==> src/rtl/pattern_search_engine.sv <==
// Pattern search responder: walks pattern RAM from address 0 and reports the first match.
// Optional PATTERN_MASK_EN adds a per-bit don't-care mask captured alongside the pattern.
module pattern_search_engine #(
    parameter int unsigned DATA_WIDTH = 8,
    parameter int unsigned ADDR_WIDTH = 9,
    parameter int unsigned LAST_ADDR  = 511
) (
    input  logic                  clock,
    input  logic                  reset,
    input  logic                  inc_flag,
    input  logic [DATA_WIDTH-1:0] pattern,
`ifdef PATTERN_MASK_EN
    input  logic [DATA_WIDTH-1:0] pattern_mask,
`endif
    output logic                  mem_rd,
    output logic [ADDR_WIDTH-1:0] mem_addr,
    input  logic [DATA_WIDTH-1:0] mem_data,
    output logic                  done_flag,
    output logic [ADDR_WIDTH-1:0] match_address,
    output logic                  found
);

    typedef enum logic [1:0] {
        IDLE  = 2'd0,
        READ  = 2'd1,
        CHECK = 2'd2,
        DONE  = 2'd3
    } state_e;

    localparam logic [ADDR_WIDTH-1:0] LAST_A = ADDR_WIDTH'(LAST_ADDR);

    state_e                state_q, state_d;
    logic [ADDR_WIDTH-1:0] addr_q, addr_d;
    logic [DATA_WIDTH-1:0] pattern_q, pattern_d;
    logic                  found_q, found_d;
    logic                  mem_rd_q, done_q;
    logic                  hit_c;

`ifdef PATTERN_MASK_EN
    logic [DATA_WIDTH-1:0] mask_q, mask_d;

    // Cleared mask bits are don't-care positions
    assign hit_c = ((mem_data ^ pattern_q) & mask_q) == '0;
`else
    assign hit_c = (mem_data == pattern_q);
`endif

    // Next-state and datapath update
    always_comb begin
        state_d   = state_q;
        addr_d    = addr_q;
        pattern_d = pattern_q;
        found_d   = found_q;
`ifdef PATTERN_MASK_EN
        mask_d    = mask_q;
`endif
        case (state_q)
            IDLE: begin
                if (inc_flag) begin
                    addr_d    = '0;
                    pattern_d = pattern;
                    found_d   = 1'b0;
`ifdef PATTERN_MASK_EN
                    mask_d    = pattern_mask;
`endif
                    state_d   = READ;
                end
            end
            READ: begin
                if (!inc_flag) begin
                    found_d = 1'b0;
                    state_d = IDLE;
                end else begin
                    state_d = CHECK;
                end
            end
            CHECK: begin
                // A dropped request wins over whatever the RAM returned
                if (!inc_flag) begin
                    found_d = 1'b0;
                    state_d = IDLE;
                end else if (hit_c) begin
                    found_d = 1'b1;
                    state_d = DONE;
                end else if (addr_q == LAST_A) begin
                    found_d = 1'b0;
                    state_d = DONE;
                end else begin
                    addr_d  = addr_q + ADDR_WIDTH'(1);
                    state_d = READ;
                end
            end
            DONE: begin
                if (!inc_flag) begin
                    state_d = IDLE;
                end
            end
            default: state_d = IDLE;
        endcase
    end

    // State, datapath and registered strobes
    always_ff @(posedge clock or negedge reset) begin
        if (!reset) begin
            state_q   <= IDLE;
            addr_q    <= '0;
            pattern_q <= '0;
            found_q   <= 1'b0;
            mem_rd_q  <= 1'b0;
            done_q    <= 1'b0;
`ifdef PATTERN_MASK_EN
            mask_q    <= '1;
`endif
        end else begin
            state_q   <= state_d;
            addr_q    <= addr_d;
            pattern_q <= pattern_d;
            found_q   <= found_d;
            mem_rd_q  <= (state_d == READ);
            done_q    <= (state_d == DONE);
`ifdef PATTERN_MASK_EN
            mask_q    <= mask_d;
`endif
        end
    end

    assign mem_rd        = mem_rd_q;
    assign mem_addr      = addr_q;
    assign match_address = addr_q;
    assign done_flag     = done_q;
    assign found         = found_q;

endmodule

==> config.mk <==
export PLATFORM = sky130hd
export DESIGN_NAME = pattern_search_engine
export DESIGN_NICKNAME = d
export VERILOG_FILES = /design/src/rtl/pattern_search_engine.sv
export SDC_FILE = /design/constraint.sdc
export NUM_CORES = 1
export LEC_CHECK = 0
export ABC_CLOCK_PERIOD_IN_PS = 2100
export BUFFER_PORTS_ARGS = -buffer_cell sky130_fd_sc_hd__buf_2
export CORE_MARGIN = 1.5
export CORE_UTILIZATION = 50
export DETAILED_ROUTE_END_ITERATION = 6
export PLACE_DENSITY = 0.79
export SYNTH_ARGS = -nofsm -noshare
export SYNTH_HDL_FRONTEND = slang
export SYNTH_SLANG_ARGS = --single-unit
==> constraint.sdc <==
create_clock -name clock -period 2.1 [get_ports clock]
set_clock_uncertainty 0.05 [all_clocks]
set_input_delay 0.42 -clock clock [delete_from_list [all_inputs] [get_ports clock]]
set_output_delay 0.42 -clock clock [all_outputs]
set_load 0.05 [all_outputs]
==> Word-level counts from Yosys, hierarchy flattened <==
Index checks and enable logic that the tools add are counted.
{ "classes": {"n_addsub": 1, "eq_ne": 13, "muxes": 18, "reduce_logical": 6} }
{ "ops": {"columns": ["op", "n"], "rows": [
  ["$mux W9", 4],
  ["$pmux W9 S2", 1],
  ["$mux W2", 6],
  ["$ne A2 B2 Y1 const B", 5],
  ["$add A9 B1 Y9 const B", 1],
  ["$eq A9 B9 Y1 const B", 1],
  ["$eq A8 B8 Y1", 1],
  ["$pmux W2 S4", 1],
  ["$eq A2 B2 Y1 const B", 3],
  ["$mux W1", 5],
  ["$reduce_and A5 Y1", 1],
  ["$eq A2 B1 Y1 const B", 2],
  ["$ne A4 B4 Y1 const B", 1],
  ["$reduce_and A4 Y1", 1],
  ["$pmux W1 S3", 1],
  ["$reduce_bool A3 Y1", 1],
  ["$logic_not A2 Y1", 1],
  ["$reduce_and A2 Y1", 1],
  ["$reduce_bool A2 Y1", 1]
]} }
{ "totals": {"reg_bits": 22, "inputBits": 19, "elab_cells": 44} }

==> Depth between registers and ports, before layout <==
{ "depth": {"depth_word": 6, "depth_mapped": 9} }

==> Worst setup path after synthesis <==
OpenSTA, ideal clock, no wires.
{ "synth_timing": {"path_type": "register to register", "start": "reg addr_q[2], in the netlist match_address[2]", "end": "reg addr_q[5], in the netlist match_address[5]", "arrival_ns": 2.088, "slack_ns": -0.164, "stages_incl_launch_ff": 9, "path_buffers": 0, "period_less_slack_ns": 2.264, "path_cell_list": "dfrtp_1 and4_1 nand2_1 nor2_1 ha_1 inv_1 and3_1 and3_1 a221o_1"} }
{ "synth_between": {"elab_chain_len": 5, "elab_cells_between_ends": 8} }
{ "synth_rtl": {"columns": ["item", "line", "rtl"], "rows": [
  ["start, declared", "33", "logic [ADDR_WIDTH-1:0] addr_q, addr_d;"],
  ["start signal, assigned", "116", "addr_q <= addr_d;"],
  ["$add A9 B1 Y9", "89", "addr_d = addr_q + ADDR_WIDTH'(1);"],
  ["$mux W9", "85", "end else if (addr_q == LAST_A) begin"],
  ["$mux W9", "82", "end else if (hit_c) begin"],
  ["$mux W9", "79", "if (!inc_flag) begin"],
  ["$pmux W9 S2", "57", "case (state_q)"]
]} }
Parallel ways exist; a longest one is shown, timed or not. The select of a mux whose other input is x is not followed.
A chain may end at the register's enable or synchronous reset.

==> Final worst setup path <==
Same ends and word-level chain as after synthesis.

==> impl_results.md <==
* Final setup viols at 0
* # IOs at 40
* CP bufs+invs at 1
* DR DRC count at 0
* Register area at about 560 um2
* Largest stage delay on the critical path at roughly 0.44 ns
* Largest net degree at the start of global routing at 23
* Reg2reg path depth at 8
* Post-route ant nets at 0
* Starting Density at 54.87%
* Synth async-reset ratio at 100.0%
* All-Layer GR Usage at 21.22%
* Die area at 2806 um2
* Most used DFF post-synth: dfrtp_1
* Drt total wl at between 2000 and 3000 um
* Root Driver: clkbuf_4
* Final setup TNS at 0 ns
* Worst skew pair latency at 0.31 ns
* Multi-input gate area at around 600 um2
* Layout cells sized above 1 at around 44%
* Filler Cell Count at 175
* Via-to-Cell Ratio at roughly 5.5
* Worst Hold Class: in -> async
* Top delay family on crit path: simple AND/OR/NAND/NOR gates
* Post-synth EDFFs at 0
* Mapped cell area at roughly 1200 um2
* First-pass iteration count of the detailed router at 4
* CTS tree: built
* Top cell type by total area after synthesis: dfrtp_1
* Non-Filler Instances at 193
* Layout Utilization at 66.19%
* Register area share after synthesis at 44.09%
* Row cnt at 17
* Core area at about 2300 um2
* Placed cells at 184
* CP Cell Sequence: and4_1 > nand2_1 > nor2_1 > ha_2 > inv_1 > and3_1 > and3_1 > a221o_1
* Unique masters post-synth at 34
* I/O Buffers at 39
* Die Wd at between 50 and 60 um
* Die span in y at between 50 and 60 um
* Clock transition at path regs at about 0.12 ns
* Max-slew violations at 0
* Grt total ovfl at 0
* Diodes inserted at 0
* Synth-to-Final Area Change at 20.64%
* Clk pwr share at roughly a quarter
* Fin crit share at roughly 96%
* Sw frac at 29.14%
* Worst Path Required at ~2.3 ns
* HPWL after detailed placement at 1859 um
* Syn_area_per_cell at ~10 um2
* CTS buffer count at 3
* WS Path Type: reg -> reg
* Final Hold Viols at 0
* Pwr per Cell Area at a little over 600 nW/um2
* Layout Nets at approximately 190
* Fmax achieved at 494.0 MHz
* Ys Warns at 0
* Yosys top cell area share at roughly 44%
* Leakage at 0.7494 nW
* P_int at 0.6474 mW
* Outcome: complete, no violations
* # clock sinks at 22
* CP max-delay cell: dfrtp_2
* Area contributors post-synth: dfrtp_1, mux2_2, xor2_1, buf_4, nand2_1
* Crit Path Max Fanout at 7
* H-tree Lvls at 1
* Peak VDD IR at between 0.0004 and 0.0005 V
* Seq cells post-synth at 22
* Slew HR at between 60% and 70%
* Max clock buf depth at 2
* Gate Count Post-Synth at roughly 130
* GPL Wtd Cong at a little over 0.9
* Stages on the worst setup path at 8
* CP Capture Type: register
* Post-Syn Nets at 146
* Antenna violations before repair at 0
* Flop pwr share at a little over half
* First-pass GRT wire length at between 4000 and 5000 um
* Via count at between 1000 and 1500
* Critical path arrival at between 2 and 2.5 ns
* Gate power share at between 20 and 25%
* Mean routed wirelength per cell at between 10 and 15 um
* Initial drt markers at 30
* Sw Pwr at 0.2662 mW
* Worst-Margin Slew at 0.4982 ns
* Hold WS at roughly 0.0052 ns
* Post-route minimum period at about 2.0 ns
* Startpoint types: register
* Vias in the first global route at around 930
* Most frequent CP cell: and3_1
* Max cap viols at 0
[cell type report]
class / count / area share (%)
Sequential cell: 22 / 37.04
Tap cell: 28 / 2.326
Timing Repair Buffer: 48 / 17.44
Clock buffer: 4 / 2.409
Inverter: 3 / 0.7475
Multi-Input combinational cell: 88 / 40.03
[state kept, by name, summed over array words and instances (netlist names)]
| name | flops |
|---|---|
| state_q | 2 |
| pattern_q | 8 |
| found | 1 |
| match_address | 9 |
| mem_rd | 1 |
| done_flag | 1 |
[stage by stage]
stage | setup WS (ns) | power, mW | area, um2
after global routing | -0.01256 | 0.9612 | 1506
after global placement | 0.1907 | 0.6818 | 1428
after CTS | 0.06353 | 0.9237 | 1464
final | 0.07554 | 0.9137 | 1506
after detailed placement | 0.08366 | 0.6896 | 1428
after floorplan | 0.02968 | 0.6313 | 1256
[kinds of logic after synthesis]
family,Yosys count,share of synthesized area [%]
simple gates,44,18.04
fa+ha+maj,2,2.004
mux,11,9.620
xor+xnor,8,5.611
flops,22,44.09
compound gates,23,12.63
buf+inv,15,8.016
[cell usage after synthesis (2+ instances only)]
cell type	instances
a211o_1	2
nor4_2	2
mux2_2	8
nand3_1	2
inv_1	2
ha_1	2
dfrtp_1	22
nor3_1	5
o21ai_0	4
o211ai_1	2
clkbuf_1	2
nand2_1	16
mux2i_1	3
xor2_1	8
and3_1	4
nor2_1	8
buf_4	9
nand4_1	3
a21oi_1	6
[power by group through the flow]
| stage | clock, mW | sequential [mW] | combinational (mW) |
|---|---|---|---|
| 3_5_place_dp | 0 | 0.502 | 0.187 |
| 5_1_grt | 0.255 | 0.499 | 0.207 |
| 6_report | 0.233 | 0.494 | 0.187 |
| 3_3_place_gp | 0 | 0.500 | 0.182 |
| 4_1_cts | 0.242 | 0.494 | 0.188 |
| 2_1_floorplan | 0 | 0.511 | 0.120 |
[what timing repair did]
action	4_1_cts	5_1_grt
setup buffers	0	5
setup endpoints to repair	0	3
gates resized for setup	0	2
hold buffers	0	0
[routing by layer]
metal / global-route usage [%] / part of all wire (%) / wire length [um]
met5: 0 / 0 / 0
met4: 8.974 / 1.4 / 37
met3: 2.542 / 4.2 / 107
met2: 34.38 / 49 / 1269
met1: 28.49 / 45 / 1153
[worst paths after layout]
check	start	to	slack, ns
worst max-delay path	match_address[2]	match_address[5]	0.08
worst min-delay path	reset	pattern_q[6]	0.005
worst max register to register	match_address[2]	match_address[5]	0.08
worst min register to register	found	found	0.46
max in group asynchronous	reset	match_address[5]	1.63
min in group clock	pattern[3]	pattern_q[3]	0.28
[cells in the final DEF, fill, tap and decap left out, types with 2 or more instances in the layout]
cell / count
buf_2: 39
nand2_1: 16
dfrtp_1: 16
buf_4: 9
xor2_1: 8
nor2_1: 8
mux2_2: 8
a21oi_1: 6
dfrtp_2: 6
nor3_1: 5
o21ai_0: 4
and3_1: 4
mux2i_1: 3
nand4_1: 3
clkbuf_4: 3
nor4_2: 2
inv_1: 2
a211o_1: 2
nand3_1: 2
o211ai_1: 2
ha_2: 2
(Power assumes the default switching activity.)
